==> config.mk <==
export PLATFORM = sky130hd
export DESIGN_NAME = bcd_conv_scheduler_flat
export DESIGN_NICKNAME = d
export VERILOG_FILES = /design/src/rtl/bcd_conv_scheduler_pkg.sv /design/src/rtl/bcd_conv_scheduler_if.sv /design/src/rtl/bcd_conv_scheduler_rr_pick4.sv /design/src/rtl/bcd_conv_scheduler.sv /design/src/flat_wrapper.sv
export SDC_FILE = /design/constraint.sdc
export NUM_CORES = 1
export LEC_CHECK = 0
export CAP_MARGIN = 0
export CORE_MARGIN = 2
export CORE_UTILIZATION = 35
export CTS_CLUSTER_DIAMETER = 200
export CTS_CLUSTER_SIZE = 20
export DETAILED_ROUTE_END_ITERATION = 10
export SETUP_SLACK_MARGIN = 0.15
export SYNTH_ARGS = -nofsm -noshare
export SYNTH_HDL_FRONTEND = slang
export SYNTH_SLANG_ARGS = --single-unit
==> constraint.sdc <==
create_clock -name clk100Mhz -period 2.7 [get_ports clk100Mhz]
set_input_delay 0.405 -clock clk100Mhz [delete_from_list [all_inputs] [get_ports clk100Mhz]]
set_output_delay 0.405 -clock clk100Mhz [all_outputs]
set_load 0.1 [all_outputs]
==> src/rtl/bcd_conv_scheduler_pkg.sv <==
// -----------------------------------------------------------------------------
// bcd_conv_scheduler_pkg
//   Shared constants and types for the BCD conversion scheduler:
//   channel count and widths, FSM state encoding, and the channel index type.
//   No ports (package).
// -----------------------------------------------------------------------------
package bcd_conv_scheduler_pkg;

   localparam int NUM_CH = 4;   // requester channels
   localparam int CH_W   = 14;  // binary width of one channel
   localparam int BCD_W  = 16;  // four BCD digits per result
   localparam int IDX_W  = 2;   // width of a channel index

   // FSM state encoding
   localparam logic [1:0] ST_IDLE  = 2'd0;
   localparam logic [1:0] ST_ISSUE = 2'd1;
   localparam logic [1:0] ST_WAIT  = 2'd2;
   localparam logic [1:0] ST_STORE = 2'd3;

   typedef logic [IDX_W-1:0] ch_idx_t;

   // Index following i, wrapping 3 -> 0.
   function automatic ch_idx_t next_ch(input ch_idx_t i);
      return ch_idx_t'(i + ch_idx_t'(1));
   endfunction

   // Index preceding i, wrapping 0 -> 3.
   function automatic ch_idx_t prev_ch(input ch_idx_t i);
      return ch_idx_t'(i - ch_idx_t'(1));
   endfunction

endpackage

==> src/rtl/bcd_conv_scheduler_if.sv <==
// -----------------------------------------------------------------------------
// bcd_conv_scheduler_if
//   Handshake bundle between the scheduler and the shared bin-to-BCD
//   converter.
//     conv_start : one-cycle start pulse            (scheduler -> converter)
//     conv_bin   : operand, held until done/timeout  (scheduler -> converter)
//     conv_done  : one-cycle completion pulse        (converter -> scheduler)
//     conv_bcd   : result, valid while conv_done = 1 (converter -> scheduler)
//   Modports: master = scheduler side, slave = converter side.
// -----------------------------------------------------------------------------
interface bcd_conv_scheduler_if;
   import bcd_conv_scheduler_pkg::*;

   logic             conv_start;
   logic [CH_W-1:0]  conv_bin;
   logic             conv_done;
   logic [BCD_W-1:0] conv_bcd;

   modport master (
      output conv_start,
      output conv_bin,
      input  conv_done,
      input  conv_bcd
   );

   modport slave (
      input  conv_start,
      input  conv_bin,
      output conv_done,
      output conv_bcd
   );

endinterface

==> src/rtl/bcd_conv_scheduler_rr_pick4.sv <==
// -----------------------------------------------------------------------------
// rr_pick4
//   Combinational 4-way round-robin selector. The search starts at the
//   channel after 'last' and wraps, so the most recently served channel has
//   the lowest priority.
//   Ports:
//     pending : request bits, one per channel
//     last    : index of the channel served most recently
//     grant   : selected channel index (meaningful only when any = 1)
//     any     : at least one pending bit is set
// -----------------------------------------------------------------------------
module rr_pick4
   import bcd_conv_scheduler_pkg::*;
(
   input  logic [NUM_CH-1:0] pending,
   input  ch_idx_t           last,
   output ch_idx_t           grant,
   output logic              any
);

   // Walk candidates from farthest (last itself) to nearest (last+1); the
   // final hit wins, giving the nearest pending channel after 'last'.
   always_comb begin
      grant = last;
      any   = |pending;
      for (int i = NUM_CH; i >= 1; i--) begin
         if (pending[ch_idx_t'(last + ch_idx_t'(i))]) begin
            grant = ch_idx_t'(last + ch_idx_t'(i));
         end
      end
   end

endmodule

==> src/rtl/bcd_conv_scheduler.sv <==
// -----------------------------------------------------------------------------
// bcd_conv_scheduler
//   Shares one external bin-to-BCD converter among four requester channels.
//   A channel becomes pending when its input differs from the value last
//   issued for it, or on refresh_tick. Pending channels are served
//   round-robin: the operand (clamped to MAX_BIN) is issued, the converter's
//   answer is stored in that channel's bcd_out slice, and an unanswered
//   request times out after TIMEOUT_CYC cycles and is retried later.
//   Ports:
//     clk100Mhz    : clock, rising edge
//     rst          : asynchronous reset, active low
//     ch_bin       : 4 x 14-bit requester values, ch k at [14k+13:14k]
//     refresh_tick : one-cycle pulse, reconvert every channel
//     conv         : converter handshake (master side)
//     bcd_out      : 4 x 16-bit registered BCD results, same packing
//     bcd_valid    : per-channel "slice holds a completed result"
//     busy         : FSM not idle
//     timeout_err  : sticky, a conversion timed out since reset
// -----------------------------------------------------------------------------
module bcd_conv_scheduler
   import bcd_conv_scheduler_pkg::*;
#(
   parameter int TIMEOUT_CYC = 64,
   parameter int MAX_BIN     = 9999
) (
   input  logic                      clk100Mhz,
   input  logic                      rst,
   input  logic [NUM_CH*CH_W-1:0]    ch_bin,
   input  logic                      refresh_tick,
   bcd_conv_scheduler_if.master      conv,
   output logic [NUM_CH*BCD_W-1:0]   bcd_out,
   output logic [NUM_CH-1:0]         bcd_valid,
   output logic                      busy,
   output logic                      timeout_err
);

   localparam int CNT_W = $clog2(TIMEOUT_CYC + 1);

   // Saturate an operand to the largest value the converter is given.
   function automatic logic [CH_W-1:0] clamp_bin(input logic [CH_W-1:0] v);
      if (int'(v) > MAX_BIN) begin
         return CH_W'(MAX_BIN);
      end
      return v;
   endfunction

   logic [1:0]        state;
   ch_idx_t           cur_ch;      // channel currently being converted
   ch_idx_t           rr_ptr;      // channel where the next search starts
   logic [NUM_CH-1:0] pending;
   logic [NUM_CH-1:0] pend_nxt;
   logic [CH_W-1:0]   snap [NUM_CH];
   logic [CNT_W-1:0]  wait_cnt;

   ch_idx_t           grant;
   logic              any_pend;
   logic              take;
   logic              timeout_hit;
   logic [CH_W-1:0]   sel_bin;

   rr_pick4 u_pick (
      .pending (pending),
      .last    (prev_ch(rr_ptr)),
      .grant   (grant),
      .any     (any_pend)
   );

   assign take        = (state == ST_IDLE) && any_pend;
   assign timeout_hit = (state == ST_WAIT) && !conv.conv_done &&
                        (wait_cnt == CNT_W'(TIMEOUT_CYC - 1));
   assign sel_bin     = ch_bin[grant*CH_W +: CH_W];
   assign busy        = (state != ST_IDLE);

   // Pending update. Priority, lowest to highest: clear on issue, re-arm on
   // timeout, input differs from snapshot, refresh. The channel being issued
   // this cycle is excluded from the difference test because its snapshot is
   // being overwritten with the current input at the same edge.
   always_comb begin
      pend_nxt = pending;
      for (int k = 0; k < NUM_CH; k++) begin
         if (take && (grant == ch_idx_t'(k))) begin
            pend_nxt[k] = 1'b0;
         end
         if (timeout_hit && (cur_ch == ch_idx_t'(k))) begin
            pend_nxt[k] = 1'b1;
         end
         if ((ch_bin[k*CH_W +: CH_W] != snap[k]) &&
             !(take && (grant == ch_idx_t'(k)))) begin
            pend_nxt[k] = 1'b1;
         end
         if (refresh_tick) begin
            pend_nxt[k] = 1'b1;
         end
      end
   end

   always_ff @(posedge clk100Mhz or negedge rst) begin
      if (!rst) begin
         state           <= ST_IDLE;
         cur_ch          <= '0;
         rr_ptr          <= '0;
         pending         <= '0;
         wait_cnt        <= '0;
         timeout_err     <= 1'b0;
         conv.conv_start <= 1'b0;
         conv.conv_bin   <= '0;
         bcd_out         <= '0;
         bcd_valid       <= '0;
         for (int k = 0; k < NUM_CH; k++) begin
            snap[k] <= '0;
         end
      end else begin
         pending         <= pend_nxt;
         conv.conv_start <= 1'b0;
         case (state)
            // Select the next channel; operand and start pulse are registered
            // so they are presented during the ISSUE cycle.
            ST_IDLE: begin
               if (any_pend) begin
                  state           <= ST_ISSUE;
                  cur_ch          <= grant;
                  rr_ptr          <= next_ch(grant);
                  snap[grant]     <= sel_bin;
                  conv.conv_bin   <= clamp_bin(sel_bin);
                  conv.conv_start <= 1'b1;
               end
            end
            // conv_done is deliberately not looked at here.
            ST_ISSUE: begin
               state    <= ST_WAIT;
               wait_cnt <= '0;
            end
            // A done pulse in the last allowed cycle still counts as success.
            ST_WAIT: begin
               if (conv.conv_done) begin
                  state                          <= ST_STORE;
                  bcd_out[cur_ch*BCD_W +: BCD_W] <= conv.conv_bcd;
                  bcd_valid[cur_ch]              <= 1'b1;
               end else if (timeout_hit) begin
                  state       <= ST_IDLE;
                  timeout_err <= 1'b1;
               end else begin
                  wait_cnt <= wait_cnt + 1'b1;
               end
            end
            ST_STORE: begin
               state <= ST_IDLE;
            end
            default: begin
               state <= ST_IDLE;
            end
         endcase
      end
   end

endmodule

==> src/flat_wrapper.sv <==
// flat-port wrapper written by rule: the top's interface ports become plain ports
module bcd_conv_scheduler_flat import bcd_conv_scheduler_pkg::*;
#(
   parameter int TIMEOUT_CYC = 64,
   parameter int MAX_BIN     = 9999
)
  (clk100Mhz, rst, ch_bin, refresh_tick, bcd_out, bcd_valid, busy, timeout_err, conv_conv_start, conv_conv_bin, conv_conv_done, conv_conv_bcd);
  bcd_conv_scheduler_if conv_i ();
  input  logic clk100Mhz;
  input  logic rst;
  input  logic [NUM_CH*CH_W-1:0] ch_bin;
  input  logic refresh_tick;
  output logic [NUM_CH*BCD_W-1:0] bcd_out;
  output logic [NUM_CH-1:0] bcd_valid;
  output logic busy;
  output logic timeout_err;
  output wire logic [$bits(conv_i.conv_start)-1:0] conv_conv_start;
  output wire logic [$bits(conv_i.conv_bin)-1:0] conv_conv_bin;
  input wire logic [$bits(conv_i.conv_done)-1:0] conv_conv_done;
  input wire logic [$bits(conv_i.conv_bcd)-1:0] conv_conv_bcd;
  assign conv_conv_start = conv_i.conv_start;
  assign conv_conv_bin = conv_i.conv_bin;
  assign conv_i.conv_done = conv_conv_done;
  assign conv_i.conv_bcd = conv_conv_bcd;
  bcd_conv_scheduler #(.TIMEOUT_CYC(TIMEOUT_CYC), .MAX_BIN(MAX_BIN)) u_core (.clk100Mhz(clk100Mhz), .rst(rst), .ch_bin(ch_bin), .refresh_tick(refresh_tick), .conv(conv_i), .bcd_out(bcd_out), .bcd_valid(bcd_valid), .busy(busy), .timeout_err(timeout_err));
endmodule
== Word level (Yosys, flattened, before mapping) ==
Index checks and enable logic that the tools add are counted.
Cells by class
  div/mod/pow operators: 0
  bitwise operators: 3
  reductions and logical operators: 37
  $mul: 1
  shifts and indexed selects: 3
  equal/unequal tests: 18
  order comparisons: 8
  mux-type cells: 45
  $add $sub $neg: 7
Operator list (number)
  bitwise mux 64 bit: 1
  variable shift 16 x 34 -> 64 bit, first input constant: 1
  variable part select 16 x 34 -> 64 bit: 1
  bitwise mux 56 bit: 1
  != test 14 bit: 4
  variable part select 56 x 7 -> 14 bit: 1
  two-way mux 14 bit: 3
  negator 6 -> 34 bit: 1
  demux 14 bit (select 2 bit): 1
  two-way mux 1 bit: 25
  logical AND 1 bit: 17
  nonzero test 4 bit: 4
  > comparator 14 bit, second input constant: 1
  two-way mux 7 bit: 2
  one-hot mux 7 bit (2 select lines): 1
  == test 2 bit, second input constant: 6
  less-than comparator 2 x 3 -> 1 bit, second input constant: 4
  two-way mux 2 bit: 6
  one-hot mux 2 bit (4 select lines): 1
  adder 7 x 1 -> 7 bit, second input constant: 1
  == test 7 x 6 -> 1 bit, second input constant: 1
  binary-select mux 1 bit (select 2 bit): 3
  == test 2 x 1 -> 1 bit, second input constant: 3
  logical NOT 2 bit: 3
  19 further kinds: 30
Word-level totals
  memory bits (writable): 0
  ROM bits: 0
  bits in latches: 0
  register bits after elaboration: 157
  output and inout bits: 85
  input bits: 76
  word-level logic and storage cells: 139
  memories kept: 0

== Logic depth before layout (Yosys ltp) ==
  word-level depth: 14
  mapped depth: 11
  gate-level depth less buffers: 9

== By module ==
A second synthesis with hierarchy kept.
Second synthesis, totals
  cells, all modules: 661
  area, all modules: 7295.7 µm²
Modules (own cells, without submodules)
  bcd_conv_scheduler: area each 7213.2 µm², sequential area each 3928.8 µm², instances 1, cells each 647
  rr_pick4: area each 82.6 µm², sequential area each 0.0 µm², instances 1, cells each 14

== Least setup slack after synthesis ==
Ideal clock, no wire load.
  path kind: register to register
  from: register u_core.state[0]
  to: register u_core.snap[55] (netlist name)
  path slack: 354 ps
  stages on the path, launching flop included: 8
  required time: 2564 ps
  setup time: 136 ps
  data arrival time: 2210 ps
  path buffers: 2
  clock period less this slack: 2346 ps
  cells stage by stage: dfrtp_1 > or2_1 > or2_2 > clkbuf_1 > inv_2 > nand2_1 > clkbuf_1 > o21ai_0
On the way
  cells in the longest elaborated chain, start to end: 2
RTL lines
  start: declaration: line bcd_conv_scheduler.sv:47  | logic [1:0] state;
  start signal: assignment: line bcd_conv_scheduler.sv:99  | state <= ST_IDLE;
  start signal: assignment: line bcd_conv_scheduler.sv:120  | state <= ST_ISSUE;
  start signal: assignment: line bcd_conv_scheduler.sv:130  | state <= ST_WAIT;
  logical NOT 2 bit: line bcd_conv_scheduler.sv:115  | case (state)
  AND reduction 2 bit (no source line)
  end signal: indexed assignment: line bcd_conv_scheduler.sv:123  | snap[grant] <= sel_bin;
  end: declaration: line bcd_conv_scheduler.sv:52  | logic [CH_W-1:0] snap [NUM_CH];
No other way between the ends.
A chain may end at the register's enable or synchronous reset.

== Worst setup path in the final report ==
  from: register u_core.rr_ptr[1]
  to: register u_core.conv.conv_bin[0]
On the way
  cells in the longest elaborated chain, start to end: 14
  elaborated cells between the ends (all ways): 20
  classes of those cells: add/sub (4); mul (1); order compare (1); shift (1); mux (13)
RTL lines
  start: declaration: line bcd_conv_scheduler.sv:49  | ch_idx_t rr_ptr;
  start signal: assignment: line bcd_conv_scheduler.sv:122  | rr_ptr <= next_ch(grant);
  subtractor 2 x 1 -> 2 bit (*): line bcd_conv_scheduler_pkg.sv:29  | return ch_idx_t'(i - ch_idx_t'(1));
  adder 2 bit: line bcd_conv_scheduler_rr_pick4.sv:27, bcd_conv_scheduler_rr_pick4.sv:28
  binary-select mux 1 bit (select 2 bit): line bcd_conv_scheduler_rr_pick4.sv:27  | if (pending[ch_idx_t'(last + ch_idx_t'(i))]) begin
  two-way mux 1 bit (implied by the code): line bcd_conv_scheduler_rr_pick4.sv:27
  two-way mux 2 bit (2 in series): line bcd_conv_scheduler_rr_pick4.sv:27
  two-way mux 2 bit (*): line bcd_conv_scheduler_rr_pick4.sv:27
  multiplier 2 x 3 -> 5 bit (*): line bcd_conv_scheduler.sv:71  | assign sel_bin = ch_bin[grant*CH_W +: CH_W];
  variable part select 56 x 7 -> 14 bit (*): line bcd_conv_scheduler.sv:71
  > comparator 14 bit: line bcd_conv_scheduler.sv:41  | if (int'(v) > MAX_BIN) begin
  two-way mux 1 bit: line bcd_conv_scheduler.sv:41
  two-way mux 1 bit: line bcd_conv_scheduler.sv:119  | if (any_pend) begin
  two-way mux 1 bit: line bcd_conv_scheduler.sv:115
  two-way mux 14 bit (*): line bcd_conv_scheduler.sv:44  | return v;
  end signal: assignment: line bcd_conv_scheduler.sv:124  | conv.conv_bin <= clamp_bin(sel_bin);
  end: declaration: line bcd_conv_scheduler_if.sv:21  | output conv_bin,
Mark *: on every way between the ends. The rest lies on a longest branch, timed or not. The select of a mux whose other input is x is not followed.

==> metrics.md <==
| Metric | Value |
|---|---|
| Worst Setup End Kind | `flip-flop` |
| Pin count of the biggest net entering global routing | `67` |
| Dominant cell type by area after synthesis | `dfrtp_1` |
| Final GP Congestion | `0.874` |
| Fin crit share | `96.2%` |
| Fillcell total | `2,012` |
| Antenna viol nets, final | `0` |
| Clock sink count | `157` |
| Max clock buf depth | `2` |
| Layout area overhead | `37.1%` |
| Final setup violation count | `0` |
| First-pass GRT wire length | `between 30,000 and 40,000 um` |
| Synth Flop Type | `dfrtp_1` |
| Worst-path maximum fanout | `20` |
| Slowest stage delay, CP | `roughly 0.46 ns` |
| CTS Buf Count | `17` |
| Synth top area share | `52.6%` |
| Syn Std Cell Area | `7470 um^2` |
| Initial core utilization | `35.6%` |
| Fin area | `10,200 um^2` |
| Synth unique cells | `50` |
| CP max-delay cell | `dfrtp_2` |
| Sum Neg Setup Slack | `0 ns` |
| EDFF count, synth | `0` |
| Clk root buf | `clkbuf_16` |
| DRT Pass-1 Iters | `6` |
| Critical Path, Cell by Cell | `nand2b_1 > a21boi_2 > o221a_4 > buf_12 > a21oi_2 > a22o_1 > nor4_4 > buf_6 > a2111oi_4 > nor2_1` |
| Num ports | `161` |
| Vias in the first global route | `6,080` |
| Grt ovf | `0` |
| Slew Viols, Final | `0` |
| Area occupied by registers | `3930 um^2` |
| H-tree depth reported by CTS | `4` |
| Relative slew margins | `between 60 and 70%` |
| Share of post-route cells with drive strength above 1 | `24.1%` |
| Placed inst area | `9290 um^2` |
| Fin nets | `1,056` |
| Die Height | `150 um` |
| Area of the core | `21,000 um^2` |
| Top post-synthesis cells by area | `dfrtp_1 (53%), nand2_1 (11%), o21ai_0 (6.0%)` |
| Total wire length | `22,500 um` |
| Row cnt | `53` |
| Hold WC Path Type | `in -> async` |
| Setup Skew | `between 0.015 and 0.02 ns` |
| Synthesis Warnings | `0` |
| Crit path buffers/inverters | `2` |
| # DRC | `0` |
| Avg Synthesized Cell Area | `9.69 um^2` |
| Antenna violations before repair | `0` |
| Delay-heaviest family, CP | `compound AO/OA/AOI/OAI gates` |
| Run status | `finished clean` |
| Die area | `around 23,000 um^2` |
| CTS tree | `built` |
| Worst Setup Start Kind | `flip-flop` |
| Endpoints failing hold | `0` |
| Vias/cell | `5.00` |
| Die width | `between 150 and 200 um` |
| Sequential element share of the synthesized area | `52.6%` |
| Post-Synthesis Cells | `771` |
| IO Port Bufs | `160` |
| Vias | `6,270` |
| RSZ-0062 raised after global routing | `yes` |
| Antenna diodes | `0` |
| Least-Margin Pin Slew | `about 0.57 ns` |
| Initial DRC Count | `400` |
| Max cap viols | `0` |
| Post-layout util | `around 49%` |
| Number of synthesized register bits | `around 160` |
| Multi-input logic area | `3470 um^2` |
| Final HPWL DP | `16,800 um` |
| WP data required | `3.01 ns` |
| Tmin final | `2.60 ns` |
| Top cells by count, synth | `nand2_1 (226), dfrtp_1 (157), o21ai_0 (90), xor2_1 (43), clkbuf_1 (30)` |
| Worst endpoint data arrival time | `around 2.9 ns` |
| Clock transition at path regs | `0.07 ns` |
| GR Util All Layers | `20.2%` |
| Wire per inst | `17.9 um` |
| Setup CP Type | `reg -> reg` |
| Async SR Flop Fraction | `100%` |
| Mapped Nets | `860` |
| Fmax | `0.385 GHz` |
| Clock Latency Late Sink | `0.44 ns` |
| Most frequent cell after synthesis | `nand2_1` |
[cells in the final DEF, fill, tap and decap left out, types with 16 or more instances in the layout]
| cell type | count |
|---|---|
| clkdlybuf4s50_1 | 74 |
| o21ai_1 | 18 |
| o21ai_0 | 90 |
| xor2_1 | 43 |
| buf_4 | 130 |
| clkbuf_16 | 17 |
| nand2_1 | 224 |
| mux2_2 | 16 |
| a21oi_1 | 17 |
| dfrtp_1 | 155 |
| xnor2_1 | 16 |
[registers in the layout, indices dropped and copies added (netlist names)]
register and cells:
u_core.bcd_out 64, u_core.snap 56, u_core.conv.conv_bin 14, u_core.wait_cnt 7, u_core.bcd_valid 4, u_core.pending 4
u_core.cur_ch 2, u_core.rr_ptr 2, u_core.state 2, u_core.conv.conv_start 1, u_core.timeout_err 1
[logic make-up (layout without fill, tap and decap cells)]
group	count (synthesis)	count (layout)	share of synthesized area, %
adders and majority gates	13	13	2.18
buffers and inverters	51	260	3.23
xor gates and xnor gates	59	59	6.92
DFF	157	157	52.6
muxes	16	16	2.41
AOI/OAI and AO/OA	185	185	16.0
and+or+nand+nor	290	290	16.6
[repair_timing]
| item | in CTS | in global routing |
|---|---|---|
| buffers inserted | 3 | 16 |
| cloned | 0 | 1 |
| hold buffers | 1 | 0 |
| pin swaps | 2 | 21 |
| hold endpoints to repair | 25 | 0 |
| resized for setup | 6 | 36 |
| endpoints found under the setup margin | 29 | 41 |
[metal layers]
layer	global-route usage, %	share of wire (%)	wire, um
met1	27.1	44	9970
met2	32.6	48	10900
met3	4.82	5.1	1140
met4	6.51	2.3	520
met5	0	0	0
[through the flow]
step	instances	hold slack [ns]	setup slack [ns]
finish	1255	0.409	0.103
global route	1255	0.425	0.0272
CTS	1238	0.414	0.131
detailed placement	1202	0.295	0.0646
global placement	1202	0.299	0.139
floorplan	771	0.109	0.354
[cell type report]
cell class                      instances  area share, %
Tap cell                              275           3.36
Inverter                               13          0.647
Sequential cell                       157           38.4
Timing Repair inverter                  1         0.0489
Multi-Input combinational cell        563           33.9
Timing Repair Buffer                  214           18.1
Clock inverter                         15           1.39
Clock buffer                           17           4.15
[final timing paths]
check	cells past startpoint	to	startpoint	slack, ns
max	10	u_core.conv.conv_bin[0]	u_core.rr_ptr[1]	0.10
min in group clk100Mhz	1	u_core.bcd_valid[1]	u_core.bcd_valid[1]	0.46
max in group asynchronous	3	u_core.snap[33]	rst	1.45
min reg2reg	1	u_core.bcd_valid[1]	u_core.bcd_valid[1]	0.46
max reg2reg	10	u_core.conv.conv_bin[0]	u_core.rr_ptr[1]	0.10
min	2	u_core.timeout_err	rst	0.41
[worst register-to-register path, stage by stage (launching register included)]
cell and delay, ns:
dfrtp_2 0.46, nand2b_1 0.19, a21boi_2 0.17, o221a_4 0.34, buf_12 0.18, a21oi_2 0.20
a22o_1 0.25, nor4_4 0.09, buf_6 0.15, a2111oi_4 0.36, nor2_1 0.09
Power is not shown: default switching activity piles up to over one toggle a cycle in this logic, so the estimate is an artifact.
==> RTL change 1: new RTL, same flow settings <==
Change the package constant `IDX_W` from 2 to 3.
--- a/src/rtl/bcd_conv_scheduler_pkg.sv
+++ b/src/rtl/bcd_conv_scheduler_pkg.sv
@@ -11,3 +11,3 @@
    localparam int BCD_W  = 16;  // four BCD digits per result
-   localparam int IDX_W  = 2;   // width of a channel index
+   localparam int IDX_W  = 3;   // width of a channel index
 
Function: changed (Yosys sat finds a counterexample within 10 cycles, from zero or initial values and one cycle with rst low).
==> RTL change 1 against the unedited design <==
  * The flow now finishes with violations (negative setup slack)
  * Design area is 5.8% higher
  * Setup slack worse by 230 ps
  * Sequential cell count is 2 higher
  * Routed wire length is 0.88% higher
  * Die area is 3.9% higher
  * Synthesized area is 4.0% higher
Power is left out: the tool's default activity adds up to more than one toggle a clock period on the data nets, which glitch-free logic cannot reach.
==> RTL change 1: results (changes against the unedited design) <==
stage	metric	value	unit	change
logic_synthesis	syn_inst	679		-12%
finish	nFillCells	1983		-1.4%
worst_setup_path	worstPathArrival	3140	ps	+240 ps
worst_setup_path	crit_fanout	11		-45%
finish	nets	988		-6.4%
global_route	grt_pass1_wl	34.4	mm	+0.18%
global_route	grt_max_degree	61		-9.0%
placement	placed_cells	1143		-4.9%
timing	whs	477	ps	+67.3 ps
logic_synthesis	synth_common_cells	dfrtp_1, nand2_1, mux2_2		
detailed_routing	first_pass_iters	5		-1
timing	finalSetupViolations	69		+69
logic_synthesis	ys_seq_area_share	51.2	%	-1.4 points
logic_synthesis	syn_nets	769		-11%
finish	drive_gt1_share	35.5	%	+11 points
worst_hold_path	hold_class	flop to flop		
outcome	status	finished with violations		
logic_synthesis	synthTopCellsByArea	dfrtp_1, mux2_2, nand2_1		
global_route	grtUsageTotal	19.1	%	-1.2 points
detailed_routing	drt_iter0_drc	433		+8.3%
outcome	violations	negative setup slack		
cts	clock_path_buffers	2		unchanged
detailed_routing	num_vias	6035		-3.7%
timing	finClkSkew	21.1	ps	+4.11 ps
global_route	grt_pass1_vias	5901		-2.9%
finish	reg.largest.list	u_core.bcd_out (64), u_core.snap (56), u_core.conv.conv_bin (14)		
placement	place_hpwl	16.2	mm	-3.6%
timing	fin_ws	-130	ps	-233 ps
worst_setup_path	critPathTopFamily	simple AND/OR/NAND/NOR gates		
worst_setup_path	critical_path.max_stage_delay	380	ps	-80 ps
placement	gp_congestion	0.797		-8.8%
logic_synthesis	synth.distinct_cells	52		+4.0%
==> RTL change 1: cell types whose count changed after synthesis, moves of 17 or more <==
cell	unedited run	this run
mux2_1	0	27
o21ai_1	18	1
o21ai_0	90	36
mux2_2	16	73
nand2_1	226	106
xnor2_1	16	34
==> RTL change 1: per-stage QoR <==
stage	setup slack, ps	area (µm²)	TNS [ps]	utilization, %
CTS	-88.5	10600	-3590	48.7
global placement	-188	9920	-5370	45.4
finish	-130	10800	-5510	49.7
detailed placement	-195	9920	-6110	45.4
floorplan	-164	7970	-6740	-
global route	-235	10800	-13160	49.7
==> RTL change 1: what timing repair did <==
item | CTS | global route
cloned | 2 | 5
gates resized for setup | 15 | 29
hold buffers | 1 | 0
endpoints found under the hold margin | 57 | 0
setup endpoints to repair | 74 | 76
setup buffers | 5 | 3
pin swaps | 7 | 8
==> RTL change 1: area by class of cell <==
cell class,instances,area [µm²],share of cell area (%)
flip-flops and latches,159,3980,36.7
multi-input cells,477,3830,35.3
inverters,11,51.3,0.473
well taps,280,350,3.23
repair buffers,232,2050,18.9
clock inverters,15,146,1.35
clock buffers,17,425,3.93
==> RTL change 1: metal layers <==
metal	up-vias	wire length (µm)	share of wire, %	GRT usage, %
li1	2827	-	-	-
met1	3014	10700	47	26.9
met2	171	10500	46	29.4
met3	23	1220	5.4	4.39
met4	0	286	1.3	5.82
met5	-	0	0	0
==> RTL change 1: kinds of logic after synthesis <==
group / count (synthesis) / synth area share, %
AND/OR/NAND/NOR: 191 / 11.3
flip-flops: 159 / 51.2
multiplexers: 114 / 16.5
AO/OA/AOI/OAI: 93 / 8.37
XOR/XNOR: 61 / 6.88
buffers and inverters: 47 / 3.45
adder cells (fa/ha/maj): 14 / 2.25
==> RTL change 1: path summary, 6_finish.rpt <==
| path | from | end | cells after the start |
|---|---|---|---|
| max in group asynchronous | rst | u_core.rr_ptr[0]$_DFFE_PN0P_ | 3 |
| max reg2reg | u_core.rr_ptr[0]$_DFFE_PN0P_ | u_core.snap[28]$_DFFE_PN0P_ | 12 |
| min reg2reg | u_core.bcd_valid[1]$_DFFE_PN0P_ | u_core.bcd_valid[1]$_DFFE_PN0P_ | 1 |
| min in group asynchronous | rst | u_core.conv.conv_start$_DFF_PN0_ | 2 |
| max | u_core.rr_ptr[0]$_DFFE_PN0P_ | u_core.snap[28]$_DFFE_PN0P_ | 12 |
| min | u_core.bcd_valid[1]$_DFFE_PN0P_ | u_core.bcd_valid[1]$_DFFE_PN0P_ | 1 |
==> RTL change 2: new RTL, config.mk and constraints unchanged <==
Made on the original files. Take the reset off `pending` and load it in a clocked block of its own.
--- a/src/rtl/bcd_conv_scheduler.sv
+++ b/src/rtl/bcd_conv_scheduler.sv
@@ -101,3 +101,2 @@
          rr_ptr          <= '0;
-         pending         <= '0;
          wait_cnt        <= '0;
@@ -112,3 +111,2 @@
       end else begin
-         pending         <= pend_nxt;
          conv.conv_start <= 1'b0;
@@ -155,2 +153,6 @@
 
+   always_ff @(posedge clk100Mhz) begin
+      pending <= pend_nxt;
+   end
+
 endmodule
Formal check against the unedited RTL: not equivalent (a bounded check fails within 4 cycles, from zero or initial values and one cycle with rst low).
==> RTL change 2 against the unedited design <==
  * Maximum frequency up 5.9%
  * Routed wire length fell by 2.3%
  * Sequential cell count unchanged
  * Critical path depth stayed put
  * Via count fell by 1.7%
  * Setup slack improved by 140 ps
  * Core utilization decreased by 1.5 points
  * Design area fell by 3.7%
  * Synthesized area decreased by 1.4%
  * Critical endpoint is now u_core.conv.conv_bin[5]$_DFFE_PN0P_
Power is not shown: default switching activity piles up to over one toggle a cycle in this logic, so the estimate is an artifact.
==> RTL change 2: results (changes against the unedited design) <==
stage	metric	value	unit	change
worst_setup_path	r2r-end	u_core.conv.conv_bin[5]$_DFFE_PN0P_		
logic_synthesis	synth_compound_gate_area_share	14.7	%	-1.3 points
outcome	status	finished, final reports clean		
global_route	grt_pass1_wl	33.9	mm	-1.2%
global_route	grt_max_degree	71		+6.0%
global_route	grt_pass1_vias	6040		-0.66%
cts	root_buffer	clkbuf_16		
logic_synthesis	syn_nets	858		-0.23%
worst_setup_path	reg2reg_slack	250	ps	+140 ps
logic_synthesis	synth_xor_area_share	7.14	%	+0.22 points
detailed_routing	post_drt_wl_per_cell	17.8	µm	-0.71%
logic_synthesis	synth.distinct_cells	53		+6.0%
logic_synthesis	synth_common_cells	nand2_1, dfrtp_1, o21ai_0		
detailed_routing	num_vias	6162		-1.7%
timing	slew_headroom	54.4	%	-7.3 points
logic_synthesis	synth_mux_area_share	2.58	%	+0.17 points
placement	gp_congestion	0.864		-1.2%
logic_synthesis	async_flop_share	97.5	%	-2.5 points
finish	drive_gt1_share	20.7	%	-3.4 points
detailed_routing	drt_iter0_drc	372		-7.0%
finish	nFillCells	2031		+0.94%
worst_setup_path	crit_fanout	7		-65%
logic_synthesis	synth_fa_ha_area_share	2.21	%	+0.031 points
worst_setup_path	worstPathArrival	2770	ps	-130 ps
global_route	grtUsageTotal	20.1	%	-0.12 points
detailed_routing	first_pass_iters	5		-1
logic_synthesis	synthTopCellsByArea	dfrtp_1, nand2_1, o21ai_0		
timing	finClkSkew	14.0	ps	-2.95 ps
logic_synthesis	ys_seq_area_share	53.1	%	+0.48 points
## RTL change 2: repair_timing
action / CTS / global route
setup endpoints to repair: 5 / 15
pin swaps: 2 / 0
resized for setup: 1 / 2
setup buffers: 1 / 2
## RTL change 2: metrics by stage
step | util, % | instance area, µm² | cells | hold WS [ps] | setup slack, ps
after floorplan | - | 7360 | 769 | 109 | 275
after CTS | 47.3 | 9840 | 1233 | 29.7 | 186
after detailed placement | 44.3 | 9230 | 1200 | 449 | 113
final | 47.4 | 9860 | 1235 | 2.56 | 247
after global routing | 47.4 | 9860 | 1235 | 50.0 | 152
after global placement | 44.3 | 9230 | 1200 | 445 | 168
## RTL change 2: worst max path at each step
stage | startpoint | to | slack [ps] | cells past startpoint
2_1_floorplan | u_core.rr_ptr[1]$_DFFE_PN0P_ | u_core.snap[55]$_DFFE_PN0P_ | 280 | 11
3_3_place_gp | u_core.rr_ptr[1]$_DFFE_PN0P_ | u_core.conv.conv_bin[7]$_DFFE_PN0P_ | 170 | 9
3_5_place_dp | u_core.rr_ptr[1]$_DFFE_PN0P_ | u_core.conv.conv_bin[7]$_DFFE_PN0P_ | 110 | 9
4_1_cts | u_core.rr_ptr[1]$_DFFE_PN0P_ | u_core.conv.conv_bin[5]$_DFFE_PN0P_ | 190 | 10
5_1_grt | u_core.rr_ptr[1]$_DFFE_PN0P_ | u_core.conv.conv_bin[4]$_DFFE_PN0P_ | 150 | 9
6_report | u_core.rr_ptr[1]$_DFFE_PN0P_ | u_core.conv.conv_bin[5]$_DFFE_PN0P_ | 250 | 10
## RTL change 2: cells by family after synthesis
group / Yosys count
DFF: 157
and+or+nand+nor: 303
buffers and inverters: 44
adders and majority gates: 13
xor gates and xnor gates: 60
muxes: 17
AOI/OAI and AO/OA: 175
## RTL change 2: cell type report
cell class	count	area [µm²]	area share, %
Clock inverter	12	148	1.50
Clock buffer	20	457	4.63
Inverter	8	32.5	0.330
Multi-Input combinational cell	568	3270	33.2
Tap cell	275	344	3.49
Timing Repair Buffer	195	1690	17.2
Sequential cell	157	3910	39.7
## RTL change 2: worst max-delay path, delay by kind of cell, from the launching register on
kind            cells  cell delay, ps
compound gates      4             740
buf+inv             2             400
flops               1             470
simple gates        4             730
## RTL change 2: per-layer routing
layer	GRT usage (%)	share of wire, %	vias to the layer above
li1	-	-	2971
met4	5.43	1.7	0
met5	0	0	-
met3	4.34	6.2	21
met1	27.2	44	2968
met2	32.9	48	202
